`src/rtl/sparse_ram_pkg.sv`:
```
// Shared types and helpers for the sparse RAM writer.
package sparse_ram_pkg;

    typedef enum logic [1:0] {
        BW_16X = 2'd0,
        BW_8X  = 2'd1,
        BW_4X  = 2'd2
    } bitwidth_e;

    typedef enum logic [1:0] {
        ACCEPT,
        DRAIN,
        COMMIT,
        DONE
    } writer_state_e;

    localparam int DEF_OUTPUT_DIM = 4;
    localparam int MAX_SLOTS      = DEF_OUTPUT_DIM * 4;
    localparam int LEN_ADDR       = 0;

    // Modes 2 and 3 both pack four entries per slot group.
    function automatic int entries_for_bitwidth(input logic [1:0] bw, input int max_slots);
        if (bw == BW_16X) return max_slots;
        if (bw == BW_8X)  return max_slots / 2;
        return max_slots / 4;
    endfunction

endpackage

```
`src/rtl/sparse_beat_buffer.sv`:
```
// Holds one accepted beat and presents its live slots lowest-first.
// WRITER_ZERO_SKIP_EN: zero-valued slots are dropped at load time.
module sparse_beat_buffer #(
    parameter int N_SLOTS = 16,
    parameter int VAL_W   = 8,
    parameter int IDX_W   = 4,
    parameter int CNT_W   = $clog2(N_SLOTS) + 1
) (
    input  logic                            clk,
    input  logic                            reset,
    input  logic                            load,
    input  logic [CNT_W-1:0]                load_count,
    input  logic [N_SLOTS-1:0][VAL_W-1:0]   value_in,
    input  logic [N_SLOTS-1:0][IDX_W-1:0]   index_in,
    input  logic                            advance,
    output logic                            load_nonempty,
    output logic [VAL_W-1:0]                slot_value,
    output logic [IDX_W-1:0]                slot_index,
    output logic                            slot_last
);
    localparam int SEL_W = $clog2(N_SLOTS);

    logic [N_SLOTS-1:0][VAL_W-1:0] vals;
    logic [N_SLOTS-1:0][IDX_W-1:0] idxs;
    logic [N_SLOTS-1:0]            mask;
    logic [N_SLOTS-1:0]            load_mask;
    logic [SEL_W-1:0]              sel;

    // One bit per slot still to be emitted; skipping is just a cleared bit.
    always_comb begin
        load_mask = '0;
        for (int i = 0; i < N_SLOTS; i++) begin
`ifdef WRITER_ZERO_SKIP_EN
            load_mask[i] = (CNT_W'(i) < load_count) && (value_in[i] != '0);
`else
            load_mask[i] = CNT_W'(i) < load_count;
`endif
        end
    end

    assign load_nonempty = |load_mask;

    always_ff @(posedge clk or posedge reset) begin
        if (reset) begin
            mask <= '0;
            vals <= '0;
            idxs <= '0;
        end else if (load) begin
            mask <= load_mask;
            vals <= value_in;
            idxs <= index_in;
        end else if (advance) begin
            mask <= mask & (mask - N_SLOTS'(1));
        end
    end

    always_comb begin
        sel = '0;
        for (int i = N_SLOTS - 1; i >= 0; i--) begin
            if (mask[i]) sel = SEL_W'(i);
        end
    end

    assign slot_value = vals[sel];
    assign slot_index = idxs[sel];
    assign slot_last  = (mask & (mask - N_SLOTS'(1))) == '0;

endmodule

```
`src/rtl/sparse_ram_writer.sv`:
```
// Packs sparse (value, index) beats into the length-prefixed RAM layout.
// WRITER_ZERO_SKIP_EN (in sparse_beat_buffer) drops zero-valued entries.
module sparse_ram_writer
    import sparse_ram_pkg::*;
#(
    parameter int RAM_ADDRESS_WIDTH      = 14,
    parameter int RAM_VALUE_WIDTH        = 24,
    parameter int INDEX_WIDTH            = 4,
    parameter int OUTPUT_DIM             = DEF_OUTPUT_DIM,
    parameter int SMALLEST_ELEMENT_WIDTH = 2
) (
    input  logic                                                  clk,
    input  logic                                                  reset,
    input  logic [1:0]                                            bitwidth,
    input  logic                                                  in_valid,
    output logic                                                  in_ready,
    input  logic [$clog2(OUTPUT_DIM*4):0]                         in_count,
    input  logic [OUTPUT_DIM*4-1:0][4*SMALLEST_ELEMENT_WIDTH-1:0] value_in,
    input  logic [OUTPUT_DIM*4-1:0][INDEX_WIDTH-1:0]              index_in,
    input  logic                                                  finish,
    input  logic                                                  clear,
    output logic                                                  ram_write_enable,
    output logic [RAM_ADDRESS_WIDTH-1:0]                          ram_address,
    output logic [RAM_VALUE_WIDTH-1:0]                            ram_value,
    output logic [INDEX_WIDTH-1:0]                                ram_indices_value,
    output logic                                                  done,
    output logic                                                  overflow
);
    localparam int N_SLOTS = OUTPUT_DIM * 4;
    localparam int CNT_W   = $clog2(N_SLOTS) + 1;
    localparam int VAL_W   = 4 * SMALLEST_ELEMENT_WIDTH;
    localparam logic [RAM_ADDRESS_WIDTH:0] ADDR_ONE = 1;

    writer_state_e state, state_nxt;
    // Extra top bit marks that the last address has been written.
    logic [RAM_ADDRESS_WIDTH:0] next_addr;
    logic                       pending_finish;
    logic                       full, accept, load_nonempty, slot_last;
    logic [VAL_W-1:0]           slot_value;
    logic [INDEX_WIDTH-1:0]     slot_index;
    logic [CNT_W-1:0]           ent, cnt;

    assign full     = next_addr[RAM_ADDRESS_WIDTH];
    assign ent      = CNT_W'(entries_for_bitwidth(bitwidth, N_SLOTS));
    assign cnt      = (in_count > ent) ? ent : in_count;
    assign in_ready = (state == ACCEPT) && !reset;
    assign accept   = in_valid && in_ready;

    sparse_beat_buffer #(
        .N_SLOTS (N_SLOTS),
        .VAL_W   (VAL_W),
        .IDX_W   (INDEX_WIDTH),
        .CNT_W   (CNT_W)
    ) u_buf (
        .clk           (clk),
        .reset         (reset),
        .load          (accept),
        .load_count    (cnt),
        .value_in      (value_in),
        .index_in      (index_in),
        .advance       (state == DRAIN),
        .load_nonempty (load_nonempty),
        .slot_value    (slot_value),
        .slot_index    (slot_index),
        .slot_last     (slot_last)
    );

    always_ff @(posedge clk or posedge reset) begin
        if (reset) state <= ACCEPT;
        else       state <= state_nxt;
    end

    always_comb begin
        state_nxt = state;
        case (state)
            ACCEPT: begin
                if (accept)                          state_nxt = load_nonempty ? DRAIN : ACCEPT;
                else if (finish || pending_finish)   state_nxt = COMMIT;
            end
            DRAIN:  if (slot_last) state_nxt = ACCEPT;
            COMMIT: state_nxt = DONE;
            DONE:   if (clear) state_nxt = ACCEPT;
            default: state_nxt = ACCEPT;
        endcase
    end

    // Dropped entries still take their drain cycle so timing is data-independent.
    always_ff @(posedge clk or posedge reset) begin
        if (reset) begin
            next_addr      <= ADDR_ONE;
            pending_finish <= 1'b0;
            overflow       <= 1'b0;
        end else begin
            case (state)
                ACCEPT: begin
                    if (accept && finish)                           pending_finish <= 1'b1;
                    else if (!accept && (finish || pending_finish)) pending_finish <= 1'b0;
                end
                DRAIN: begin
                    if (finish) pending_finish <= 1'b1;
                    if (full)   overflow       <= 1'b1;
                    else        next_addr      <= next_addr + ADDR_ONE;
                end
                DONE: begin
                    if (clear) begin
                        next_addr      <= ADDR_ONE;
                        pending_finish <= 1'b0;
                        overflow       <= 1'b0;
                    end
                end
                default: ;
            endcase
        end
    end

    always_comb begin
        ram_write_enable  = 1'b0;
        ram_address       = '0;
        ram_value         = '0;
        ram_indices_value = '0;
        done              = 1'b0;
        case (state)
            DRAIN: begin
                if (!full) begin
                    ram_write_enable  = 1'b1;
                    ram_address       = next_addr[RAM_ADDRESS_WIDTH-1:0];
                    ram_value         = RAM_VALUE_WIDTH'(slot_value);
                    ram_indices_value = slot_index;
                end
            end
            COMMIT: begin
                ram_write_enable = 1'b1;
                ram_address      = RAM_ADDRESS_WIDTH'(LEN_ADDR);
                ram_value        = RAM_VALUE_WIDTH'(next_addr - ADDR_ONE);
            end
            DONE:    done = 1'b1;
            default: ;
        endcase
    end

endmodule

```
`config.mk`:
```
export PLATFORM = sky130hd
export DESIGN_NAME = sparse_ram_writer
export DESIGN_NICKNAME = d
export VERILOG_FILES = /design/src/rtl/sparse_ram_pkg.sv /design/src/rtl/sparse_beat_buffer.sv /design/src/rtl/sparse_ram_writer.sv
export SDC_FILE = /design/constraint.sdc
export NUM_CORES = 1
export LEC_CHECK = 0
export CORE_MARGIN = 2
export CORE_UTILIZATION = 40
export CTS_BUF_LIST = sky130_fd_sc_hd__clkbuf_8
export CTS_CLUSTER_DIAMETER = 120
export DETAILED_ROUTE_END_ITERATION = 7
export PLACE_DENSITY_LB_ADDON = 0.2
export RECOVER_POWER = 50
export SETUP_SLACK_MARGIN = 0.1
export SYNTH_ARGS = -nofsm -noshare
export SYNTH_HDL_FRONTEND = slang
export SYNTH_SLANG_ARGS = --single-unit
```
`constraint.sdc`:
```
create_clock -name clk -period 16.8 [get_ports clk]
set_input_delay 1.68 -clock clk [delete_from_list [all_inputs] [get_ports clk]]
set_output_delay 1.68 -clock clk [all_outputs]
set_load 0.01 [all_outputs]
```
* Yosys cells after proc, flatten, opt, wreduce, memory -nomap -nowiden *
Index checks and enable logic that the tools add are counted.

cells by class
  reduce and logical (&&, ||, !) cells = 19
  eq/ne operators = 11
  $lt $le $gt $ge = 18
  $add $sub $neg = 3
  muxes and demuxes = 55
  bitwise logic cells = 1

operators with widths
  kind                                                                   number
  4-bit two-way mux                                                      19
  24-bit one-hot mux with 2 select lines                                 1
  4-bit by 5-bit < comparator with 1-bit output (first input constant)   8
  8-bit binary-select mux with 4-bit select                              1
  16-bit two-way mux                                                     2
  15-bit two-way mux                                                     2
  15-bit one-hot mux with 2 select lines                                 1
  14-bit two-way mux                                                     2
  5-bit two-way mux                                                      5
  3-bit by 5-bit < comparator with 1-bit output (first input constant)   4
  16-bit AND                                                             1
  4-bit binary-select mux with 4-bit select                              1
  16-bit logical NOT                                                     1
  8-bit two-way mux                                                      2
  16-bit OR reduction                                                    1
  15-bit by 1-bit subtractor with 16-bit output (second input constant)  1
  16-bit by 1-bit subtractor with 16-bit output (second input constant)  1
  15-bit by 1-bit adder with 15-bit output (second input constant)       1
  1-bit two-way mux                                                      11
  1-bit by 5-bit < comparator with 1-bit output (first input constant)   2
  2-bit by 5-bit < comparator with 1-bit output (first input constant)   2
  2-bit != test (second input constant)                                  5
  3-bit AND reduction                                                    3
  2-bit two-way mux                                                      4
  17 further kinds                                                       26

storage, ports and cells
  output and inout bits = 46
  logic and storage cells = 145
  bits in registers = 227
  input bits = 204

* Longest topological paths before layout *
  word-level depth = 20
  mapped depth = 12

* By module *
Synthesis repeated with hierarchy kept, for this count alone.

unflattened totals
  cell total of the unflattened synthesis = 1085
  area total of the unflattened synthesis = 11917.7 um2

by module, submodules not included
  module              sequential area each (um2)  instances  area an instance (um2)  cells an instance
  sparse_beat_buffer  5205.0                      1          10007.1                 834
  sparse_ram_writer   476.7                       1          1910.6                  251

* Worst setup path after synthesis *
Ideal clock, no wire load.

  kind = register -> output
  from = register next_addr[3]
  to = output ram_value[16]
  buffers on the path = 2
  arrival time = 2.754 ns
  data required time = 15.120 ns
  slack = 12.366 ns
  stages on the path, launching flop included = 7
  path through = dfrtp_1 clkbuf_1 or4_1 nor4_1 nand2_1 nor4_1 buf_4

on the way
  cells in the longest elaborated chain, start to end = 2

ends and longest elaborated chain
  element                                        RTL line                  RTL
  from (decl)                                    sparse_ram_writer.sv:36   logic [RAM_ADDRESS_WIDTH:0] next_addr;
  from (signal assigned)                         sparse_ram_writer.sv:102  else next_addr <= next_addr + ADDR_ONE;
  15-bit by 1-bit subtractor with 16-bit output  sparse_ram_writer.sv:134  ram_value = RAM_VALUE_WIDTH'(next_addr - ADDR_ONE);
  24-bit one-hot mux with 2 select lines         sparse_ram_writer.sv:122  case (state)
  to (decl)                                      sparse_ram_writer.sv:24   output logic [RAM_VALUE_WIDTH-1:0] ram_value,

No other way between the ends.

==> run_results.csv <==
group,metric,value,unit
yosys,syn_nets,1697,
place,io_buffers,249,
sta,final-max-slew-violation-count,276,
cells_and_area,instances_no_fill,2104,
worst_setup_path,startpoint_type,"input pin",
cts,cts_root_buffer,"clkbuf_8",
cells_and_area,drive_gt1_share,5.61,%
sta,period_needed,7800,ps
worst_setup_path,critPathMaxFanout,95,
worst_setup_path,worstPathArrival,7580,ps
floorplan,die_w,176,um
power,ir_worst_vdd,113,uV
yosys,netlist_instances,1483,
yosys,yosysUniqueCellTypes,70,
routing,ant_nets,0,
place,dp.cells,2031,
routing,firstDrtPassIters,5,
floorplan,core-area,29400,sq um
global_route,grt_pass1_vias,10600,
yosys,synth_area,11800,sq um
yosys,synth_top_flop_cell,"dfrtp_1",
sta,finalClockSkew,22.3,ps
power,power.switching,1.14,mW
floorplan,dieArea,31000,sq um
worst_setup_path,worstPathRequired,16580,ps
cts,h-tree-depth,2,
cts,cts_buffers,40,
routing,drt-wirelength-per-cell,17.6,um
global_route,antenna_found_initial,7,
cts,insertion_delay,540,ps
sta,slew_headroom,-193,%
hold_path,min_path_type,"register to register",
cells_and_area,final_util,51.9,%
sta,fin_ws,9000,ps
global_route,grt_usage,24.0,%
place,dpl_worst_slack,11200,ps
worst_setup_path,worstSetupEndpointType,"asynchronous set/reset pin",
yosys,synth-edff-count,0,
power,p_int,1.53,mW
sta,finalSetupViolCount,0,
routing,post-route-drc-count,0,
yosys,synth_top_area_cell,"dfrtp_1",
routing,viasPerCell,5.13,
yosys,synth_most_common_cell,"nand2_1",
sta,hold_viol_final,0,
outcome,violations,"max-capacitance violations, max-slew violations",
worst_setup_path,critical_path_class,"input pin to asynchronous set/reset pin",
place,dpl_cell_area,14400,sq um
global_route,grt_max_degree,102,
power,p_leak,7.24,nW
yosys,avgSynthCellArea,7.99,sq um
yosys,synth_async_sr_flop_share,100,%
yosys,synth_common_cells,"nand2_1, dfrtp_1, nand3_1, clkbuf_1, nor2_1",
cts,postCtsSetupBuffers,0,
sta,holdWs,469,ps
cts,clock_sinks,227,
floorplan,initial_utilization,40.3,%
yosys,yosysWarnings,0,
floorplan,ios,250,
routing,num_vias,10800,
power,p_total,2.68,mW
yosys,ys_seq_area_share,48.0,%
power,comb_power_share,44.3,%
power,p_sw_share,42.7,%
global_route,grt_pass1_wl,58.3,mm
cells_and_area,area_growth,28.7,%
floorplan,die-height,176,um
cells_and_area,nets,1897,
cts,clockBufferDepth,3,
sta,fmax,0.128,GHz
place,hpwl,26.4,mm
power,p_seq_share,36.4,%
cts,post_cts_resized,0,
sta,timing.setup.tns,0,ps
routing,wl,37.1,mm
run,maxCapViolations,4,
power,power.density,176,nW/um^2
yosys,synth_top_area_share,47.7,%
power,p_clk_share,19.3,%
sta,worst_slew_pin_slew,4370,ps
yosys,postSynthRegisterBits,227,
cts,cts.clk_slew.worst_paths,60,ps
yosys,ys_top_cells_by_area,"dfrtp_1, nand2_1, nand3_1, mux2i_1, clkbuf_1",
floorplan,rows,63,
cts,postCtsHoldBufs,0,
outcome,outcome,"complete, but fails checks",
global_route,grt_overflow,0,
routing,drtIter0Drc,943,
sta,fin_crit_sh,46.4,%
cts,cts_tree,"built",
place,gp_congestion,0.891,
cells_and_area,final_area,15200,sq um
sta,rsz0062_at_grt,"false",
-- cell type report --
cell class / instances / area (sq um)
Timing Repair Buffer: 259 / 2560
Sequential cell: 227 / 5680
Clock buffer: 51 / 702
Tap cell: 390 / 488
Fill cell: 2821 / 14200
Inverter: 14 / 53.8
Multi-Input combinational cell: 1141 / 5650
Antenna cell: 3 / 7.51
Clock inverter: 19 / 109
-- final timing paths --
| path | from | endpoint | slack, ps | depth (start not counted) |
|---|---|---|---|---|
| max | reset | u_buf.vals[73] | 9000 | 3 |
| min | u_buf.vals[43] | u_buf.vals[43] | 470 | 2 |
| max reg2reg | state[0] | u_buf.vals[69] | 12050 | 8 |
| min reg2reg | u_buf.vals[43] | u_buf.vals[43] | 470 | 2 |
| max in group clk | state[1] | ram_value[7] | 10590 | 9 |
| min in group asynchronous | reset | pending_finish | 2950 | 2 |
-- state kept, by name, summed over array words and instances, names as in the netlist --
signal          count
next_addr          15
pending_finish      1
u_buf.vals        128
u_buf.idxs         64
u_buf.mask         16
overflow            1
state               2
-- power by group through the flow --
stage / combinational [mW] / sequential, mW / clock (mW)
after CTS: 1.19 / 0.972 / 0.527
final: 1.19 / 0.975 / 0.516
after global routing: 1.32 / 1.00 / 0.555
after global placement: 1.17 / 0.975 / 0
after floorplan: 0.885 / 0.890 / 0
after detailed placement: 1.18 / 0.979 / 0
-- critical path: stages --
cell and delay, ps:
dlygate4sd3_1 560, clkinvlp_2 2420, clkbuf_1 2740
-- layout by cell type, fill, tap and decap left out, types with 16 or more instances in the layout --
cell type	n
dfrtp_1	226
nand3_1	72
inv_1	27
mux2i_1	34
nor3_1	16
a21oi_1	23
clkbuf_8	51
nor2_1	52
nand4_1	18
nand2_1	716
o21ai_0	28
clkdlybuf4s50_1	246
-- routing by layer --
metal / share of wire, % / up-vias / global-route usage [%]
met1: 42 / 5093 / 31.6
met3: 7.1 / 80 / 5.90
met5: 0.11 / - / 0
met2: 47 / 376 / 38.8
li1: - / 5248 / -
met4: 3.2 / 6 / 8.30
-- cell families after synthesis --
| family | after synthesis | synth area share (%) |
|---|---|---|
| mux | 45 | 4.68 |
| compound gates | 129 | 7.28 |
| buf+inv | 115 | 4.50 |
| fa+ha+maj | 11 | 1.14 |
| flops | 227 | 48.0 |
| simple gates | 936 | 33.0 |
| xor+xnor | 20 | 1.48 |
(Power assumes the default switching activity.)
